File: src/rtl/multicycle_control_unit.sv
// Multi-cycle main controller for the MIPS datapath.
// A Moore FSM sequences fetch/decode/execute/memory/write-back and
// stalls on the memory-ready handshake, with an optional timeout.
// It also flags illegal opcodes and counts retired instructions.
module multicycle_control_unit #(
  parameter int MEM_WAIT        = 1,
  parameter int MEM_TIMEOUT     = 16,
  parameter int HALT_ON_ILLEGAL = 1,
  parameter int CNT_W           = 32
) (
  input  logic             clk,
  input  logic             reset,
  input  logic [5:0]       opcode,
  input  logic             mem_ready,
  output logic             pc_write,
  output logic             pc_write_cond,
  output logic             branch_ne,
  output logic [1:0]       pc_source,
  output logic             i_or_d,
  output logic             mem_read,
  output logic             mem_write,
  output logic             ir_write,
  output logic             reg_write,
  output logic [1:0]       reg_dst,
  output logic [1:0]       mem_to_reg,
  output logic             alu_src_a,
  output logic [1:0]       alu_src_b,
  output logic [1:0]       alu_op,
  output logic [3:0]       state,
  output logic             instr_done,
  output logic             illegal_op,
  output logic [1:0]       fault,
  output logic [CNT_W-1:0] instr_count
);

  typedef enum logic [3:0] {
    S_FETCH    = 4'd0,
    S_DECODE   = 4'd1,
    S_MEM_ADDR = 4'd2,
    S_MEM_RD   = 4'd3,
    S_MEM_WB   = 4'd4,
    S_MEM_WR   = 4'd5,
    S_R_EX     = 4'd6,
    S_R_WB     = 4'd7,
    S_BRANCH   = 4'd8,
    S_JUMP     = 4'd9,
    S_ADDI_EX  = 4'd10,
    S_ADDI_WB  = 4'd11,
    S_HALT     = 4'd12
  } state_t;

  // Wide enough to reach MEM_TIMEOUT without wrapping, and at least one bit.
  localparam int WAIT_W = $clog2(MEM_TIMEOUT + 2);

  state_t            state_q;
  logic              bne_q;
  logic              jal_q;
  logic              lw_q;
  logic [WAIT_W-1:0] wait_cnt;
  logic              rdy;
  logic              mem_state;
  logic              timeout_hit;
  logic              opc_legal;

  // With MEM_WAIT off every access completes at once, so mem_ready is ignored.
  assign rdy       = (MEM_WAIT != 0) ? mem_ready : 1'b1;
  assign mem_state = (state_q == S_FETCH) || (state_q == S_MEM_RD) || (state_q == S_MEM_WR);
  // A ready in the last allowed wait cycle still wins over the timeout.
  assign timeout_hit = (MEM_TIMEOUT > 0) && mem_state && !rdy &&
                       (wait_cnt == WAIT_W'(MEM_TIMEOUT - 1));
  assign opc_legal = (opcode == 6'h00) || (opcode == 6'h23) || (opcode == 6'h2B) ||
                     (opcode == 6'h04) || (opcode == 6'h05) || (opcode == 6'h02) ||
                     (opcode == 6'h03) || (opcode == 6'h08);
  assign state     = state_q;

  // State sequencing, decode latches, wait counter, sticky fault and retire counter.
  always_ff @(posedge clk or posedge reset) begin
    if (reset) begin
      state_q     <= S_FETCH;
      bne_q       <= 1'b0;
      jal_q       <= 1'b0;
      lw_q        <= 1'b0;
      wait_cnt    <= '0;
      fault       <= 2'b00;
      instr_count <= '0;
    end else begin
      if (instr_done) instr_count <= instr_count + 1'b1;
      if (timeout_hit) begin
        state_q  <= S_HALT;
        fault    <= 2'b10;
        wait_cnt <= '0;
      end else begin
        if (mem_state && !rdy) wait_cnt <= wait_cnt + 1'b1;
        else                   wait_cnt <= '0;
        case (state_q)
          S_FETCH:    if (rdy) state_q <= S_DECODE;
          S_DECODE: begin
            bne_q <= (opcode == 6'h05);
            jal_q <= (opcode == 6'h03);
            lw_q  <= (opcode == 6'h23);
            case (opcode)
              6'h00:        state_q <= S_R_EX;
              6'h23, 6'h2B: state_q <= S_MEM_ADDR;
              6'h04, 6'h05: state_q <= S_BRANCH;
              6'h02, 6'h03: state_q <= S_JUMP;
              6'h08:        state_q <= S_ADDI_EX;
              default: begin
                if (HALT_ON_ILLEGAL != 0) begin
                  state_q <= S_HALT;
                  fault   <= 2'b01;
                end else begin
                  state_q <= S_FETCH;
                end
              end
            endcase
          end
          S_MEM_ADDR: state_q <= lw_q ? S_MEM_RD : S_MEM_WR;
          S_MEM_RD:   if (rdy) state_q <= S_MEM_WB;
          S_MEM_WR:   if (rdy) state_q <= S_FETCH;
          S_R_EX:     state_q <= S_R_WB;
          S_ADDI_EX:  state_q <= S_ADDI_WB;
          S_MEM_WB, S_R_WB, S_BRANCH, S_JUMP, S_ADDI_WB: state_q <= S_FETCH;
          S_HALT:     state_q <= S_HALT;
          default: begin
            state_q <= S_HALT;
            fault   <= 2'b01;
          end
        endcase
      end
    end
  end

  // Moore control decode; only the fetch/store handshake strobes look at rdy.
  always_comb begin
    pc_write      = 1'b0;
    pc_write_cond = 1'b0;
    branch_ne     = 1'b0;
    pc_source     = 2'b00;
    i_or_d        = 1'b0;
    mem_read      = 1'b0;
    mem_write     = 1'b0;
    ir_write      = 1'b0;
    reg_write     = 1'b0;
    reg_dst       = 2'b00;
    mem_to_reg    = 2'b00;
    alu_src_a     = 1'b0;
    alu_src_b     = 2'b00;
    alu_op        = 2'b00;
    instr_done    = 1'b0;
    illegal_op    = 1'b0;
    case (state_q)
      S_FETCH: begin
        mem_read  = 1'b1;
        alu_src_b = 2'b01;
        ir_write  = rdy;
        pc_write  = rdy;
      end
      S_DECODE: begin
        alu_src_b  = 2'b11;
        illegal_op = !opc_legal;
      end
      S_MEM_ADDR: begin
        alu_src_a = 1'b1;
        alu_src_b = 2'b10;
      end
      S_MEM_RD: begin
        mem_read = 1'b1;
        i_or_d   = 1'b1;
      end
      S_MEM_WB: begin
        reg_write  = 1'b1;
        mem_to_reg = 2'b01;
        instr_done = 1'b1;
      end
      S_MEM_WR: begin
        mem_write  = 1'b1;
        i_or_d     = 1'b1;
        instr_done = rdy;
      end
      S_R_EX: begin
        alu_src_a = 1'b1;
        alu_op    = 2'b10;
      end
      S_R_WB: begin
        reg_write  = 1'b1;
        reg_dst    = 2'b01;
        instr_done = 1'b1;
      end
      S_BRANCH: begin
        alu_src_a     = 1'b1;
        alu_op        = 2'b01;
        pc_write_cond = 1'b1;
        branch_ne     = bne_q;
        pc_source     = 2'b01;
        instr_done    = 1'b1;
      end
      S_JUMP: begin
        pc_write   = 1'b1;
        pc_source  = 2'b10;
        instr_done = 1'b1;
        if (jal_q) begin
          reg_write  = 1'b1;
          reg_dst    = 2'b10;
          mem_to_reg = 2'b10;
        end
      end
      S_ADDI_EX: begin
        alu_src_a = 1'b1;
        alu_src_b = 2'b10;
      end
      S_ADDI_WB: begin
        reg_write  = 1'b1;
        instr_done = 1'b1;
      end
      default: ;
    endcase
  end

endmodule

File: config.mk
export PLATFORM = sky130hd
export DESIGN_NAME = multicycle_control_unit
export DESIGN_NICKNAME = d
export VERILOG_FILES = /design/src/rtl/multicycle_control_unit.sv
export SDC_FILE = /design/constraint.sdc
export NUM_CORES = 1
export LEC_CHECK = 0
export ABC_AREA = 1
export CAP_MARGIN = 20
export CORE_MARGIN = 2
export CORE_UTILIZATION = 36
export DETAILED_ROUTE_END_ITERATION = 16
export GPL_ROUTABILITY_DRIVEN = 0
export PLACE_DENSITY_LB_ADDON = 0.2
export SLEW_MARGIN = 20
export SYNTH_ARGS = -nofsm -noshare
export SYNTH_HDL_FRONTEND = slang
export SYNTH_SLANG_ARGS = --single-unit
File: constraint.sdc
create_clock -name clk -period 3 [get_ports clk]
set_input_delay 0.3 -clock clk [delete_from_list [all_inputs] [get_ports clk]]
set_output_delay 0.3 -clock clk [all_outputs]
set_load 0.05 [all_outputs]
==> impl_metrics.yaml <==
setup_path:
  reg2reg_depth: 8
  rr_startpoint: "state[2]"
  rrSetupSlack_ns: 1.19
  arrival_ns: 2.44
  crit_path_start: "state[2]"
  endpoint: "reg_write"
  crit_path_max_fanout: 9
  worstPathRequired_ns: 2.70
  timing.rr.end: "instr_count[18]"
  worst_setup_path_start_kind: "flop"
  cp-end-kind: "output port"
  path_class: "flop to output port"
detailed_routing:
  dr.pass1.iters: 5
  drt_iter0_markers: 131
  ant_nets: 0
  vias_per_cell: 4.77
  drc: 0
  via_count: 2916
  avgRoutedWirePerCell_microns: 12.3
  wirelength_microns: 7530
clocking:
  cts_htree_levels: 2
  hold_buffers: 0
  clk_path_buf_depth: 2
  clkLatencyLatePin_ns: 0.30
  ctsRootBufferMaster: "clkbuf_8"
  numCtsBuffers: 5
  path_clk_slew_ns: 0.08
  post_cts_buffers: 0
  cts_resized: 0
  cts_sinks: 46
  tritoncts: "done"
layout:
  seqCellArea_sq_um: 1150
  final_cells: 611
  diodes: 0
  multiInputGateArea_sq_um: 1600
  syn_to_final_growth_pct: 29.0
  final_cell_mix: "nand2_1, nor2_1, clkdlybuf4s50_1"
  final_common_cell: "nand2_1"
  fill_cells: 865
  nNetsFinal: 517
  fin_util_pct: 47.4
  drive_above_1_share_pct: 7.51
yosys:
  syn_nets: 449
  syn_avg_cell_area_sq_um: 6.81
  ys_ff_latch: 46
  ys_seq_area_share_pct: 38.7
  yosysTopAreaCell: "dfrtp_1"
  ys_async_sr_fraction_pct: 100
  synth_warnings: 0
  synth_cell_types: 34
  synth_top_area_share_pct: 38.7
  synth_edf_count: 0
  synth_flop_cell: "dfrtp_1"
  synthCells: 437
  syn_area_sq_um: 2980
  synthTopCellsByArea: "dfrtp_1, nand2_1, nor2_1, inv_1, nand3_1"
timing:
  final-hold-violation-count: 0
  layout_setup_ws_ns: 0.257
  finalCritPeriodShare_pct: 91.4
  rsz0062_at_grt: "false"
  worstMarginPinSlew_ns: 0.810
  slew-limit-headroom_pct: 46.0
  clock-skew-final_ns: 0.00759
  slew_viol_final: 0
  setup-tns-final_ns: 0
  setup_violations: 0
  period_needed_ns: 2.74
  max_freq_ghz: 0.365
place:
  dp.cells: 603
  dpl_worst_slack_ns: 0.459
  io_buffers: 67
  dp_hpwl_microns: 5930
power_and_ir_drop:
  peakVddDrop_mv: 0.531
  powerDensity_nw_per_um2: 745
  power_mw: 2.86
  leakage_nw: 1.65
floorplanning:
  start_util_pct: 36.8
  dieWidth_microns: 94.9
  fp.dieH_microns: 94.9
  fp.coreArea_sq_um: 8090
  ios: 68
  rows: 33
  dieArea_sq_um: 9010
run_status:
  status: "finished clean"
job:
  max_cap_violations: 0
global_route:
  gr-total-overflow: 0
  antenna_found_initial: 0
  grt_pass1_wl_microns: 12900
  grt_max_degree: 47
  grt_pass1_vias: 2879
  track_usage_pct: 18.1
min_path:
  hold_class: "input port to asynchronous set/reset pin"
## critical path, stage by stage (launching register included)
cell and delay (ns):
dfrtp_1 0.53, nor2_1 0.21, inv_1 0.11, nor2_1 0.14
inv_1 0.11, nor2_2 0.13, or2_2 0.12, clkdlybuf4s50_1 0.78
## logic make-up (layout without fill, tap and decap cells)
kind of cell,count (synthesis),after routing,share of synthesized area [%]
adder cells (fa/ha/maj),3,3,1.26
XOR/XNOR,17,17,5.00
AO/OA/AOI/OAI,26,26,4.75
flip-flops,46,46,38.7
buffers and inverters,52,121,7.74
AND/OR/NAND/NOR,293,293,42.6
## through the flow
stage                     hold slack [ns]  area [sq um]
after floorplan                     0.433          2980
after global placement              0.448          3730
after detailed placement            0.469          3730
after CTS                           0.482          3840
after global routing                0.499          3840
final                               0.438          3840
## cells in the mapped netlist (4+ instances only)
cell type,n
dfrtp_1,46
inv_1,40
inv_2,4
nand2_1,162
nand2_2,4
nand3_1,20
nand3b_1,4
nand4_1,4
nor2_1,76
nor2_2,7
o21ai_0,14
o21ai_1,5
xnor2_1,10
xor2_1,7
## worst min-delay path by stage
stage | depth (start not counted) | end | from | slack, ns
after floorplan | 1 | wait_cnt[0] | wait_cnt[0] | 0.43
after global placement | 1 | wait_cnt[0] | wait_cnt[0] | 0.45
after detailed placement | 1 | wait_cnt[0] | wait_cnt[0] | 0.47
after CTS | 1 | wait_cnt[0] | wait_cnt[0] | 0.48
after global routing | 1 | wait_cnt[0] | wait_cnt[0] | 0.50
final | 2 | instr_count[3] | reset | 0.44
## report_power, final
| group | total, mW | switching (mW) | internal (mW) |
|---|---|---|---|
| clock network | 0.447 | 0.214 | 0.233 |
| registers | 0.815 | 0.111 | 0.704 |
| logic | 1.60 | 1.13 | 0.472 |
## flip-flops by register name, indices dropped and copies added, names as in the netlist
register,cells
bne_q,1
lw_q,1
wait_cnt,5
jal_q,1
state,4
fault,2
instr_count,32
## area by class of cell
class                   count  share of cell area (%)
clock buffers               8                    2.87
inverters                  45                    4.43
multi-input cells         339                    41.6
flip-flops and latches     46                    30.0
well taps                 105                    3.42
repair buffers             68                    17.7
## layer usage
layer / GRT usage, % / wire [microns]
met5: 0 / 0
met4: 5.19 / 81
met3: 3.19 / 396
met2: 31.4 / 3700
met1: 22.9 / 3350
Note: power is estimated with default switching activity, not from simulation.
